--- src/rtl/id_ex_stage.sv ---
// ID/EX pipeline register, EX operand selection and RAW hazard detection.
// Macro ID_EX_FWD_EN: EX/MEM and MEM/WB forwarding with load-use stalls; undefined: stall on any RAW.
`ifndef ALU_ADDU
`define ALU_ADDU 4'd0
`endif

module id_ex_stage #(
    parameter int XLEN    = 32,
    parameter int RADDR_W = 5
) (
    input  logic               clk,
    input  logic               rst,
    input  logic               id_valid,
    input  logic [3:0]         id_alu_opcode,
    input  logic [RADDR_W-1:0] id_rs1_addr,
    input  logic               id_rs1_used,
    input  logic [RADDR_W-1:0] id_rs2_addr,
    input  logic               id_rs2_used,
    input  logic [XLEN-1:0]    id_rs1_data,
    input  logic [XLEN-1:0]    id_rs2_data,
    input  logic [XLEN-1:0]    id_imm,
    input  logic [XLEN-1:0]    id_pc,
    input  logic               id_x_sel_pc,
    input  logic               id_y_sel_imm,
    input  logic [RADDR_W-1:0] id_rd_addr,
    input  logic               id_reg_we,
    input  logic               id_mem_read,
    input  logic               ex_hold,
    input  logic               flush,
    input  logic [RADDR_W-1:0] exmem_rd_addr,
    input  logic               exmem_reg_we,
    input  logic [XLEN-1:0]    exmem_result,
    input  logic [RADDR_W-1:0] memwb_rd_addr,
    input  logic               memwb_reg_we,
    input  logic [XLEN-1:0]    memwb_result,
    output logic               ex_valid,
    output logic [3:0]         ex_alu_opcode,
    output logic [XLEN-1:0]    alu_op_x,
    output logic [XLEN-1:0]    alu_op_y,
    output logic [XLEN-1:0]    ex_store_data,
    output logic [RADDR_W-1:0] ex_rd_addr,
    output logic               ex_reg_we,
    output logic               ex_mem_read,
    output logic               hazard_stall
);

    typedef struct packed {
        logic               valid;
        logic [3:0]         alu_opcode;
        logic [RADDR_W-1:0] rs1_addr;
        logic [RADDR_W-1:0] rs2_addr;
        logic [XLEN-1:0]    rs1_data;
        logic [XLEN-1:0]    rs2_data;
        logic [XLEN-1:0]    imm;
        logic [XLEN-1:0]    pc;
        logic               x_sel_pc;
        logic               y_sel_imm;
        logic [RADDR_W-1:0] rd_addr;
        logic               reg_we;
        logic               mem_read;
    } ex_regs_t;

    ex_regs_t          ex_r;
    ex_regs_t          id_fields_s;
    logic              raw_s;
    logic              hazard_stall_s;
    logic [XLEN-1:0]   src1_s;
    logic [XLEN-1:0]   src2_s;
    logic [XLEN-1:0]   alu_op_x_s;
    logic [XLEN-1:0]   alu_op_y_s;

    function automatic ex_regs_t bubble_f();
        ex_regs_t b;
        b            = '0;
        b.alu_opcode = `ALU_ADDU;
        return b;
    endfunction

    // A writer "hits" a source only when it writes a non-zero register equal to that source.
    function automatic logic writer_hit_f(input logic we, input logic [RADDR_W-1:0] rd,
                                          input logic [RADDR_W-1:0] rs);
        return we && (rd != {RADDR_W{1'b0}}) && (rd == rs);
    endfunction

    // Pack the decoded ID fields into the EX register image.
    always_comb begin
        id_fields_s            = bubble_f();
        id_fields_s.valid      = 1'b1;
        id_fields_s.alu_opcode = id_alu_opcode;
        id_fields_s.rs1_addr   = id_rs1_addr;
        id_fields_s.rs2_addr   = id_rs2_addr;
        id_fields_s.rs1_data   = id_rs1_data;
        id_fields_s.rs2_data   = id_rs2_data;
        id_fields_s.imm        = id_imm;
        id_fields_s.pc         = id_pc;
        id_fields_s.x_sel_pc   = id_x_sel_pc;
        id_fields_s.y_sel_imm  = id_y_sel_imm;
        id_fields_s.rd_addr    = id_rd_addr;
        id_fields_s.reg_we     = id_reg_we;
        id_fields_s.mem_read   = id_mem_read;
    end

    // RAW hazard detection; a downstream hold masks the stall since nothing moves anyway.
    always_comb begin
`ifdef ID_EX_FWD_EN
        raw_s = id_valid &&
                ((id_rs1_used && writer_hit_f(ex_r.valid && ex_r.mem_read, ex_r.rd_addr, id_rs1_addr)) ||
                 (id_rs2_used && writer_hit_f(ex_r.valid && ex_r.mem_read, ex_r.rd_addr, id_rs2_addr)));
`else
        raw_s = id_valid &&
                ((id_rs1_used && (writer_hit_f(ex_r.valid && ex_r.reg_we, ex_r.rd_addr, id_rs1_addr) ||
                                  writer_hit_f(exmem_reg_we, exmem_rd_addr, id_rs1_addr) ||
                                  writer_hit_f(memwb_reg_we, memwb_rd_addr, id_rs1_addr))) ||
                 (id_rs2_used && (writer_hit_f(ex_r.valid && ex_r.reg_we, ex_r.rd_addr, id_rs2_addr) ||
                                  writer_hit_f(exmem_reg_we, exmem_rd_addr, id_rs2_addr) ||
                                  writer_hit_f(memwb_reg_we, memwb_rd_addr, id_rs2_addr))));
`endif
        if (ex_hold) begin
            hazard_stall_s = 1'b0;
        end else begin
            hazard_stall_s = raw_s;
        end
    end

`ifdef ID_EX_FWD_EN
    // Operand sources: the younger EX/MEM result wins over MEM/WB.
    always_comb begin
        if (writer_hit_f(exmem_reg_we, exmem_rd_addr, ex_r.rs1_addr)) begin
            src1_s = exmem_result;
        end else if (writer_hit_f(memwb_reg_we, memwb_rd_addr, ex_r.rs1_addr)) begin
            src1_s = memwb_result;
        end else begin
            src1_s = ex_r.rs1_data;
        end
        if (writer_hit_f(exmem_reg_we, exmem_rd_addr, ex_r.rs2_addr)) begin
            src2_s = exmem_result;
        end else if (writer_hit_f(memwb_reg_we, memwb_rd_addr, ex_r.rs2_addr)) begin
            src2_s = memwb_result;
        end else begin
            src2_s = ex_r.rs2_data;
        end
    end
`else
    logic unused_fwd_s;
    assign unused_fwd_s = ^{exmem_result, memwb_result, ex_r.rs1_addr, ex_r.rs2_addr};

    // Without forwarding the stall guarantees the captured regfile data is current.
    always_comb begin
        src1_s = ex_r.rs1_data;
        src2_s = ex_r.rs2_data;
    end
`endif

    // ALU operand muxes; the decoder already ordered operands for shifts.
    always_comb begin
        if (ex_r.x_sel_pc) begin
            alu_op_x_s = ex_r.pc;
        end else begin
            alu_op_x_s = src1_s;
        end
        if (ex_r.y_sel_imm) begin
            alu_op_y_s = ex_r.imm;
        end else begin
            alu_op_y_s = src2_s;
        end
    end

    // EX register update: flush, then hold, then bubble on stall/empty ID, else capture.
    always_ff @(posedge clk or posedge rst) begin
        if (rst) begin
            ex_r <= bubble_f();
        end else if (flush) begin
            ex_r <= bubble_f();
        end else if (ex_hold) begin
            ex_r <= ex_r;
        end else if (hazard_stall_s || !id_valid) begin
            ex_r <= bubble_f();
        end else begin
            ex_r <= id_fields_s;
        end
    end

    assign ex_valid      = ex_r.valid;
    assign ex_alu_opcode = ex_r.alu_opcode;
    assign ex_rd_addr    = ex_r.rd_addr;
    assign ex_reg_we     = ex_r.reg_we;
    assign ex_mem_read   = ex_r.mem_read;
    assign alu_op_x      = alu_op_x_s;
    assign alu_op_y      = alu_op_y_s;
    assign ex_store_data = src2_s;
    assign hazard_stall  = hazard_stall_s;

endmodule
--- config.mk ---
export PLATFORM = sky130hd
export DESIGN_NAME = id_ex_stage
export DESIGN_NICKNAME = d
export VERILOG_FILES = /design/src/rtl/id_ex_stage.sv
export SDC_FILE = /design/constraint.sdc
export NUM_CORES = 1
export LEC_CHECK = 0
export CAP_MARGIN = 30
export CORE_ASPECT_RATIO = 0.5
export CORE_MARGIN = 2
export CORE_UTILIZATION = 43
export DETAILED_ROUTE_END_ITERATION = 10
export PLACE_DENSITY = 0.92
export SYNTH_ARGS = -nofsm -noshare
export SYNTH_HDL_FRONTEND = slang
export SYNTH_SLANG_ARGS = --single-unit
--- constraint.sdc ---
create_clock -name clk -period 11.8 [get_ports clk]
set_input_delay 2.36 -clock clk [delete_from_list [all_inputs] [get_ports clk]]
set_output_delay 2.36 -clock clk [all_outputs]
set_load 0.1 [all_outputs]
## Word-level counts from Yosys, hierarchy flattened

Index checks and enable logic that the tools add are counted.

| operators by class | value |
|---|---|
| equality and inequality tests | 7 |
| muxes and demuxes | 6 |
| reduce and logical (&&, ||, !) cells | 23 |

Operator list:

| kind | number |
|---|---|
| 152-bit two-way mux | 3 |
| 32-bit two-way mux | 2 |
| 5-bit equality test | 6 |
| 5-bit nonzero test | 3 |
| 1-bit logical AND | 13 |
| 1-bit logical OR | 6 |
| 2-bit by 1-bit inequality test with 1-bit output, second input constant | 1 |
| 1-bit logical NOT | 1 |
| 1-bit two-way mux | 1 |

| word-level totals | value |
|---|---|
| bits in registers | 142 |
| bits of input ports | 234 |
| output and inout port bits | 109 |
| word-level logic and storage cells | 47 |

## Longest topological paths before layout

Gate-level depths: netlist of the first run.

| depth | value |
|---|---|
| depth in word-level cells | 13 |
| mapped depth | 8 |
| depth with buffers taken out | 6 |

## Least setup slack after synthesis of the first run

OpenSTA, ideal clock, no wires.

| timing | value |
|---|---|
| path kind | input -> output |
| start | input port id_rs1_addr[4] |
| end | output port hazard_stall |
| data arrival time | 4.364 ns |
| required time | 9.440 ns |
| slack | 5.076 ns |
| stages on the path | 6 |
| buffers on the path | 0 |
| cell sequence | xnor2_1 -> nand3_1 -> nor4_1 -> o31a_1 -> nor2_1 -> nor2_1 |

| on the way | value |
|---|---|
| longest elaborated chain between the ends | 8 |
| elaborated cells between the ends (all ways) | 12 |
| those cells by class | eq/ne (3); mux (1); reduce/logical (8) |

RTL lines:

| item | RTL line | RTL |
|---|---|---|
| from (decl) | 15 | `input logic [RADDR_W-1:0] id_rs1_addr,` |
| 5-bit equality test | 82 | `return we && (rd != {RADDR_W{1'b0}}) && (rd == rs);` |
| 1-bit logical AND | 82 |  |
| 1-bit logical OR | 111 | `((id_rs1_used && (writer_hit_f(ex_r.valid && ex_r.reg_we, ex_r.rd_addr, id_rs1_addr) \|\|` |
| 1-bit logical OR (*) | 112 | `writer_hit_f(exmem_reg_we, exmem_rd_addr, id_rs1_addr) \|\|` |
| 1-bit logical AND (*) | 111 |  |
| 1-bit logical OR (*) | 113 | `writer_hit_f(memwb_reg_we, memwb_rd_addr, id_rs1_addr))) \|\|` |
| 1-bit logical AND (*) | 110 | `raw_s = id_valid &&` |
| 1-bit two-way mux (*) | 118 | `if (ex_hold) begin` |
| to (decl) | 44 | `output logic hazard_stall` |

Mark *: on every way between the ends. The rest lies on a longest branch, timed or not.

## Final worst setup path of the first run

| timing | value |
|---|---|
| start | input port exmem_rd_addr[2] |
| end | output port hazard_stall |

| on the way | value |
|---|---|
| longest elaborated chain between the ends | 9 |
| elaborated cells between the ends (all ways) | 15 |
| those cells by class | eq/ne (2); mux (1); reduce/logical (12) |

RTL lines:

| item | RTL line | RTL |
|---|---|---|
| from (decl) | 30 | `input logic [RADDR_W-1:0] exmem_rd_addr,` |
| 5-bit nonzero test | 82 |  |
| 1-bit logical AND (2 in series) | 82 |  |
| 1-bit logical OR, on equally long branches | 111, 114 |  |
| 1-bit logical OR, on equally long branches | 112, 115 |  |
| 1-bit logical AND, on equally long branches | 111, 114 |  |
| 1-bit logical OR (*) | 113 |  |
| 1-bit logical AND (*) | 110 |  |
| 1-bit two-way mux (*) | 118 |  |

Marks and branches as above.

==> results.tsv, run 1 <==
metric	value	unit
powerDensity	138	nW/um^2
slew_headroom	30.7	%
critPathCaptureType	output port	
ys_warn_count	0	
synth_edf_count	0	
crit_chain	clkdlybuf4s50_1, or4_1, o21ai_0, nor4_1, o31a_1, nor2_1, nor2_1, clkdlybuf4s50_1	
slew_violations	0	
total_power	1.33	mW
drtPass1Iterations	4	
irDropWorstVdd	0.107	mV
ys.flop_type	dfrtp_1	
cts.clk_slew.worst_paths	0.06	ns
tightest_slew	1.04	ns
io_buffers	278	
critical_path_class	in2out	
busiest_layer	met2	
cp.arrival	5.19	ns
p_leak	4.23	nW
routed_wl	18.5	mm
antenna_found_initial	0	
drt.antenna.violating_nets	0	
netlist.area_leader.share	55.4	%
post_cts_buffers	0	
post-route-min-period	7.55	ns
grt_overflow	0	
rsz0062_at_grt	false	
placed_cells_incl_taps	888	
post_drt_via_cell_ratio	5.31	
grt_first_pass_wirelength	29.4	mm
area_delta_synth_final	50.5	%
min_path_type	reg2reg	
setup_violations	0	
fin_nets	944	
synth_nets	719	
ys_types	23	
ioPinCount	343	
clock_sinks	142	
finalSetupTns	0	ns
clk_latency	0.40	ns
antenna_cells	0	
grt_usage	23.5	%
seq_area_frac_synth	55.4	%
gp_congestion	0.942	
root_buffer	clkbuf_16	
met1_usage	29.2	%
required	9.44	ns
finalCritPeriodShare	64.0	%
htree_levels	4	
tritoncts	done	
yosys.area.top_type	dfrtp_1	
max_stage_delay	0.96	ns
drive_above_1_share	14.7	%
drc	0	
placementRows	31	
hold_viol_final	0	
fmax	132	MHz
wire_per_inst	20.1	um
grt_max_degree	81	
placed_cell_area	9050	um^2
cts_buffer_depth	2	
postLayoutCellArea	9660	um^2
syn_inst	485	
vias	4895	
cts_resized	0	
maxCapViolations	0	
die_h	90.4	um
cts_buffers	17	
met3_usage	4.34	%
grt_pass1_vias	5395	
skew	0.0116	ns
synth_area	6420	um^2
dp_hpwl	12.9	mm
fin_cells	921	
synth-seq-cells	142	
initial_utilization	44.2	%
cp_max_fo	3	
fp.coreArea	14500	um^2
grt.met2_usage	40.2	%
die_w	177	um
crit_path_top_delay_cell	clkdlybuf4s50_1	
holdBufCountCts	0	
start_kind	primary input	
status	completed	
synth_area_leaders	dfrtp_1 55%, a22o_1 19%, mux2_2 11%	
avgSynthCellArea	13.2	um^2
dieArea	16000	um^2
async_flop_share	100	%
drt_first_iter_violations	298	
## final cells by class
cell class / instances / area, um^2
Timing Repair Buffer: 286 / 2860
Fill cell: 1017 / 4850
Multi-Input combinational cell: 262 / 2400
Clock buffer: 24 / 512
Sequential cell: 142 / 3550
Tap cell: 198 / 248
Clock inverter: 8 / 78.8
Inverter: 1 / 8.76
## cells in the mapped netlist, drive strengths merged (2+ instances only)
cell type and count:
xor2 10, a22o 141, clkbuf 30, nand4 2, or4 3, dfrtp 142, xnor2 20, nor2 3
o31a 2, nor4 6, buf 50, mux2 64, nand3 4
## metal layers
metal	vias to the layer above	wire length, um
met2	137	9500
met4	0	647
met1	2473	7590
met5	-	0
met3	42	772
li1	2243	-
## cells in the final DEF (no fill, tap or decap), types with 2 or more instances in the layout
master	Yosys	layout
nor4_1	5	5
nand3_1	4	4
inv_6	0	2
a22o_1	141	141
nor2_1	3	3
clkbuf_8	0	6
buf_4	41	7
clkbuf_16	0	17
clkinv_2	0	2
dfrtp_1	142	142
o31a_1	2	2
xor2_1	10	10
xnor2_1	20	20
nand4_1	2	2
clkinvlp_4	0	4
or4_1	3	3
clkdlybuf4s50_1	0	278
mux2_2	64	64
## cells by family (layout without fill, tap and decap cells)
kind of cell              Yosys count  count (layout)  synth area share [%]
DFF                               142             142                  55.4
AOI/OAI and AO/OA                 146             146                  19.8
and+or+nand+nor                    22              22                  2.18
xor gates and xnor gates           30              30                  4.09
muxes                              64              64                  11.2
buffers and inverters              81             319                  7.31
## flip-flops by register name (all words and copies together) (netlist names)
signal / cells
ex_r: 66
ex_store_data: 32
src1_s: 32
ex_rd_addr: 5
ex_alu_opcode: 4
ex_mem_read: 1
ex_reg_we: 1
ex_valid: 1
## through the flow
step	util [%]	hold WS (ns)	setup WS [ns]
after floorplan	-	0.460	5.08
after global placement	62.4	0.477	4.28
after detailed placement	62.4	0.476	4.24
after CTS	66.4	0.497	4.24
after global routing	66.6	0.506	4.06
final	66.6	0.496	4.25
## report_power, final
part           internal (mW)  switching [mW]
sequential             0.506          0.0137
clock                  0.324           0.201
combinational          0.109           0.180
total                  0.939           0.395
## path summary, 6_finish.rpt
| path | to | slack, ns | depth (start not counted) | from |
|---|---|---|---|---|
| max | hazard_stall | 4.25 | 8 | exmem_rd_addr[2] |
| min reg2reg | ex_r[49] | 0.50 | 1 | ex_r[49] |
| max in group asynchronous | ex_r[10] | 8.19 | 4 | rst |
| min | ex_r[49] | 0.50 | 1 | ex_r[49] |
| min in group asynchronous | ex_store_data[12] | 2.42 | 2 | rst |
| max reg2reg | ex_r[46] | 8.15 | 8 | ex_rd_addr[3] |
## critical path: cells and delay by family
kind / cells / cell delay [ns]
AO/OA/AOI/OAI: 2 / 0.58
AND/OR/NAND/NOR: 4 / 0.81
buffers and inverters: 2 / 1.44
Power figures use the tool's default switching activity.
==> inputs of run 2 (changes only) <==
--- a/config.mk
+++ b/config.mk
@@ -8,9 +8,9 @@
 export CAP_MARGIN = 30
 export CORE_ASPECT_RATIO = 0.5
 export CORE_MARGIN = 2
-export CORE_UTILIZATION = 43
+export CORE_UTILIZATION = 40
 export DETAILED_ROUTE_END_ITERATION = 10
-export PLACE_DENSITY = 0.92
+export PLACE_DENSITY = 0.87
 export SYNTH_ARGS = -nofsm -noshare
 export SYNTH_HDL_FRONTEND = slang
 export SYNTH_SLANG_ARGS = --single-unit
==> constraint.sdc (replaced) <==
create_clock -name clk -period 7.85 [get_ports clk]
set_input_delay 1.57 -clock clk [delete_from_list [all_inputs] [get_ports clk]]
set_output_delay 1.57 -clock clk [all_outputs]
set_load 0.1 [all_outputs]
==> results.tsv, run 2 (same netlist as run 1, synthesis figures left out) <==
metric	value	unit	change
start_kind	primary input		
min_path_type	reg2reg		
clock_sinks	142		unchanged
post_cts_buffers	0		unchanged
area_delta_synth_final	50.3	%	
rsz0062_at_grt	false		
cts_buffer_depth	2		unchanged
dieArea	17100	um^2	+7.2%
drc	0		unchanged
maxCapViolations	0		unchanged
grt_pass1_vias	5276		-2.2%
holdBufCountCts	0		unchanged
die_w	183	um	+3.6%
htree_levels	4		unchanged
vias	5005		+2.2%
hold_viol_final	0		unchanged
largest_reg_flops	66		unchanged
die_h	93.6	um	+3.5%
wl_met1	7.90	mm	+4.0%
antenna_cells	0		unchanged
slew_headroom	30.2	%	-0.54 points
cp_max_fo	3		unchanged
routed-wl-met2	9.81	mm	+3.3%
grt_max_degree	75		-7.4%
drtPass1Iterations	6		+2
cts_buffers	17		unchanged
routed.top_layer	met4		
initial_utilization	41.3	%	-2.9 points
fin_nets	944		unchanged
finalCritPeriodShare	75.6	%	
regMostFlops	ex_r		
num-fill-cells	1187		+17%
fp.coreArea	15500	um^2	+7.1%
grt_usage	21.9	%	-1.6 points
ioPinCount	343		unchanged
tightest_slew	1.04	ns	+0.00808 ns
fin_util	62.1	%	-4.5 points
gp_congestion	0.825		-12%
antenna_found_initial	0		unchanged
post-route-min-period	5.94	ns	
wire_per_inst	20.5	um	+2.1%
slew_violations	0		unchanged
io_buffers	278		unchanged
grt_first_pass_wirelength	29.0	mm	-1.5%
clk_latency	0.41	ns	about the same
drive_above_1_share	14.7	%	+0.020 points
powerDensity	207	nW/um^2	+50%
routed_wl	19.0	mm	+2.7%
grt_overflow	0		unchanged
placementRows	32		+3.2%
critical_path_class	in2out		
status	completed		
post_drt_via_cell_ratio	5.40		+1.7%
root_buffer	clkbuf_16		
final_common_cell	clkdlybuf4s50_1		
p_leak	4.21	nW	-0.41%
seq_area	3550	um^2	unchanged
layout_common_cells	278 x clkdlybuf4s50_1, 142 x dfrtp_1, 141 x a22o_1		
irDropWorstVdd	0.119	mV	+11%
cts_resized	0		unchanged
drt.antenna.violating_nets	0		unchanged
tritoncts	done		
cts.clk_slew.worst_paths	0.05	ns	about the same
fmax	168	MHz	
drt_first_iter_violations	225		-24%
route.met3.wl	700	um	-9.3%
multiInputGateArea	2400	um^2	unchanged
skew	0.0193	ns	+0.00776 ns
dp_hpwl	13.3	mm	+2.9%
finalSetupTns	0	ns	unchanged
cp.arrival	4.37	ns	-0.82 ns
setup_violations	0		unchanged
required	6.28	ns	-3.16 ns
critPathCaptureType	output port		
## run 2: cell types whose count changed in the layout (fill, tap and decap cells not counted), sizes merged
cell | previous run | this run
clkbuf | 24 | 19
inv | 2 | 4
clkinvlp | 4 | 6
## run 2: final cells by class
type                            instances  area share, %
Multi-Input combinational cell        262           24.9
Timing Repair Buffer                  286           29.7
Clock buffer                           19           4.69
Inverter                                1         0.0908
Tap cell                              204           2.65
Sequential cell                       142           36.8
Clock inverter                         12           1.15
## run 2: final timing paths
| check | startpoint | endpoint | slack [ns] | cells past startpoint |
|---|---|---|---|---|
| min in group asynchronous | rst | ex_store_data[15] | 1.61 | 2 |
| worst min register to register | ex_r[29] | ex_r[29] | 0.49 | 1 |
| worst max register to register | ex_rd_addr[3] | ex_store_data[17] | 4.52 | 7 |
| worst max-delay path | exmem_rd_addr[1] | hazard_stall | 1.91 | 8 |
| worst min-delay path | ex_r[29] | ex_r[29] | 0.49 | 1 |
| max in group asynchronous | rst | src1_s[22] | 5.23 | 4 |
## run 2: report_power, final
| part | internal, mW | leakage, nW | switching (mW) |
|---|---|---|---|
| registers | 0.761 | 1.94 | 0.0204 |
| clock network | 0.453 | 0.260 | 0.324 |
| logic | 0.164 | 2.01 | 0.272 |
| total | 1.38 | 4.21 | 0.616 |
## run 2: worst max-delay path: stages
cell             delay (ns)
clkdlybuf4s50_1        0.47
or4_1                  0.55
o21ai_0                0.22
nor4_1                 0.09
o31a_1                 0.33
nor2_1                 0.13
nor2_1                 0.06
clkdlybuf4s50_1        0.96
## run 2: through the flow
stage	instances	setup WS (ns)	hold slack (ns)	total power, mW	instance area [um^2]
after floorplan	485	2.47	0.460	1.08	6420
after global placement	894	1.93	0.477	1.22	9060
after detailed placement	895	1.92	0.477	1.23	9080
after CTS	926	1.91	0.499	2.01	9650
after global routing	926	1.83	0.511	2.06	9650
final	926	1.91	0.493	1.99	9650
## run 2: routing by layer
| metal | track usage (%) | vias up |
|---|---|---|
| li1 | - | 2239 |
| met1 | 26.4 | 2575 |
| met2 | 38.7 | 151 |
| met3 | 4.17 | 40 |
| met4 | 9.73 | 0 |
| met5 | 0 | - |
==> inputs of run 3 (changes only) <==
--- a/config.mk
+++ b/config.mk
@@ -8,9 +8,9 @@
 export CAP_MARGIN = 30
 export CORE_ASPECT_RATIO = 0.5
 export CORE_MARGIN = 2
-export CORE_UTILIZATION = 40
+export CORE_UTILIZATION = 36
 export DETAILED_ROUTE_END_ITERATION = 10
-export PLACE_DENSITY = 0.87
+export PLACE_DENSITY = 0.83
 export SYNTH_ARGS = -nofsm -noshare
 export SYNTH_HDL_FRONTEND = slang
 export SYNTH_SLANG_ARGS = --single-unit
==> constraint.sdc (replaced) <==
create_clock -name clk -period 4.8 [get_ports clk]
set_input_delay 0.96 -clock clk [delete_from_list [all_inputs] [get_ports clk]]
set_output_delay 0.96 -clock clk [all_outputs]
set_load 0.1 [all_outputs]
==> results.tsv, run 3 (same netlist as run 1, synthesis figures left out) <==
metric	value	unit	change
hold_viol_final	0		unchanged
root_buffer	clkbuf_16		
grt_pass1_vias	5412		+2.6%
clkPwrFrac	41.9	%	+2.9 points
maxCapViolations	0		unchanged
hold_path_depth	1		unchanged
drc	0		unchanged
antenna_found_initial	0		unchanged
finalCritPeriodShare	83.6	%	
cts_resized	0		unchanged
fin_util	55.9	%	-6.2 points
placementRows	34		+6.3%
required	3.84	ns	-2.44 ns
drt_first_iter_violations	357		+59%
largest_reg_flops	66		unchanged
finalSetupTns	0	ns	unchanged
tritoncts	done		
critical_path_class	in2out		
clk_latency	0.41	ns	about the same
cp.arrival	3.05	ns	-1.32 ns
whs_endpoint	ex_r[12]		
die_w	193	um	+5.3%
fin_nets	946		+0.21%
antenna_cells	0		unchanged
grt_max_degree	77		+2.7%
r2r-start	ex_rd_addr[3]		
final_common_cell	clkdlybuf4s50_1		
tightest_slew	1.03	ns	-0.0111 ns
dieArea	19000	um^2	+11%
drt.antenna.violating_nets	0		unchanged
p_leak	4.36	nW	+3.7%
post_cts_buffers	0		unchanged
fp.coreArea	17400	um^2	+12%
crit_top_cell	nor2_1		
switching_share	29.5	%	-1.4 points
path_depth	8		unchanged
area_delta_synth_final	51.6	%	
powerDensity	352	nW/um^2	+70%
cts_buffers	17		unchanged
ff2ff_path_depth	7		unchanged
drtPass1Iterations	4		-2
holdCritStartpoint	ex_r[12]		
cts_buffer_depth	2		unchanged
routed_wl	19.4	mm	+2.2%
crit_chain	clkdlybuf4s50_1, or4_1, o21ai_0, nor4_1, o31a_1, nor2_1, nor2_1, buf_4		
slew_headroom	30.9	%	+0.74 points
critical-path-top-delay-family	simple AND/OR/NAND/NOR gates		
p_switching	1.01	mW	+64%
critPathCaptureType	output port		
r2r-end	ex_r[55]		
skew	0.0106	ns	-0.00869 ns
status	completed		
grt_usage	20.7	%	-1.2 points
layout_common_cells	238 x clkdlybuf4s50_1, 142 x dfrtp_1, 141 x a22o_1		
slew_violations	0		unchanged
dp_hpwl	13.6	mm	+2.2%
rrSetupSlack	1.97	ns	-2.55 ns
post_drt_via_cell_ratio	5.22		-3.4%
htree_levels	4		unchanged
fmax	249	MHz	
die_h	98.4	um	+5.2%
clock_sinks	142		unchanged
min_path_type	reg2reg		
irDropWorstVdd	0.309	mV	+160%
drive_above_1_share	20.4	%	+5.7 points
p_int	2.42	mW	+75%
holdBufCountCts	0		unchanged
rsz0062_at_grt	false		
wire_per_inst	20.2	um	-1.3%
grt_overflow	0		unchanged
start_kind	primary input		
cts.clk_slew.worst_paths	0.06	ns	about the same
critPathBufInv	2		unchanged
max_stage_delay	0.55	ns	-0.41 ns
ioPinCount	343		unchanged
p_comb_share	20.8	%	-1.1 points
setup_violations	0		unchanged
grt_first_pass_wirelength	30.2	mm	+4.2%
io_buffers	278		unchanged
crit_path_top_delay_cell	or4_1		
regMostFlops	ex_r		
post-route-min-period	4.01	ns	
initial_utilization	36.9	%	-4.4 points
sequentialPowerShare	37.3	%	-1.9 points
cp_max_fo	3		unchanged
vias	5006		+0.020%
gp_congestion	0.865		+4.9%
-- run 3: cell types whose count changed in the layout (fill, tap and decap cells not counted), sizes merged --
cell / before / now
bufinv: 1 / 4
clkdlybuf4s50: 278 / 238
clkbuf: 19 / 20
clkinvlp: 6 / 0
buf: 8 / 50
inv: 4 / 3
clkinv: 2 / 6
-- run 3: power by group through the flow --
stage | Combinational, mW | Clock, mW | Sequential (mW)
after floorplan | 0.465 | 0 | 1.30
after global placement | 0.702 | 0 | 1.29
after detailed placement | 0.715 | 0 | 1.30
after CTS | 0.718 | 1.45 | 1.28
after global routing | 0.745 | 1.51 | 1.28
final | 0.714 | 1.44 | 1.28
-- run 3: per-stage QoR --
step                worst slack, ns  hold WS [ns]  std cells  area, um^2  total power, mW
finish                        0.789         0.493        959        9730             3.43
global route                  0.682         0.516        959        9730             3.54
CTS                           0.776         0.497        959        9730             3.45
detailed placement            0.770         0.479        927        9090             2.01
global placement              0.831         0.476        925        9040             2.00
floorplan                    0.0304         0.460        485        6420             1.76
-- run 3: how the worst max path moves through the flow --
stage,from,to
after floorplan,rst,ex_alu_opcode[0]
after global placement,exmem_rd_addr[1],hazard_stall
after detailed placement,exmem_rd_addr[1],hazard_stall
after CTS,exmem_rd_addr[1],hazard_stall
after global routing,exmem_rd_addr[1],hazard_stall
final,exmem_rd_addr[1],hazard_stall
-- run 3: worst reg2reg max path, stage by stage (launching register included) --
cell	delay [ns]
dfrtp_1	0.45
or4_1	0.53
o211ai_1	0.22
nor4_1	0.10
o31a_1	0.35
nor4_4	0.48
buf_12	0.36
a22o_1	0.28
-- run 3: area by class of cell --
type | instances | area (um^2)
Multi-Input combinational cell | 262 | 2400
Inverter | 1 | 8.76
Fill cell | 1428 | 7670
Sequential cell | 142 | 3550
Tap cell | 234 | 293
Clock inverter | 12 | 183
Timing Repair Buffer | 288 | 2840
Clock buffer | 20 | 457
-- run 3: metal layers --
metal  track usage [%]  wire, um  up-vias
li1                  -         -     2245
met1              25.7      7950     2595
met2              36.3     10200      132
met3              3.31       740       34
met4              8.22       531        0
met5                 0         0        -
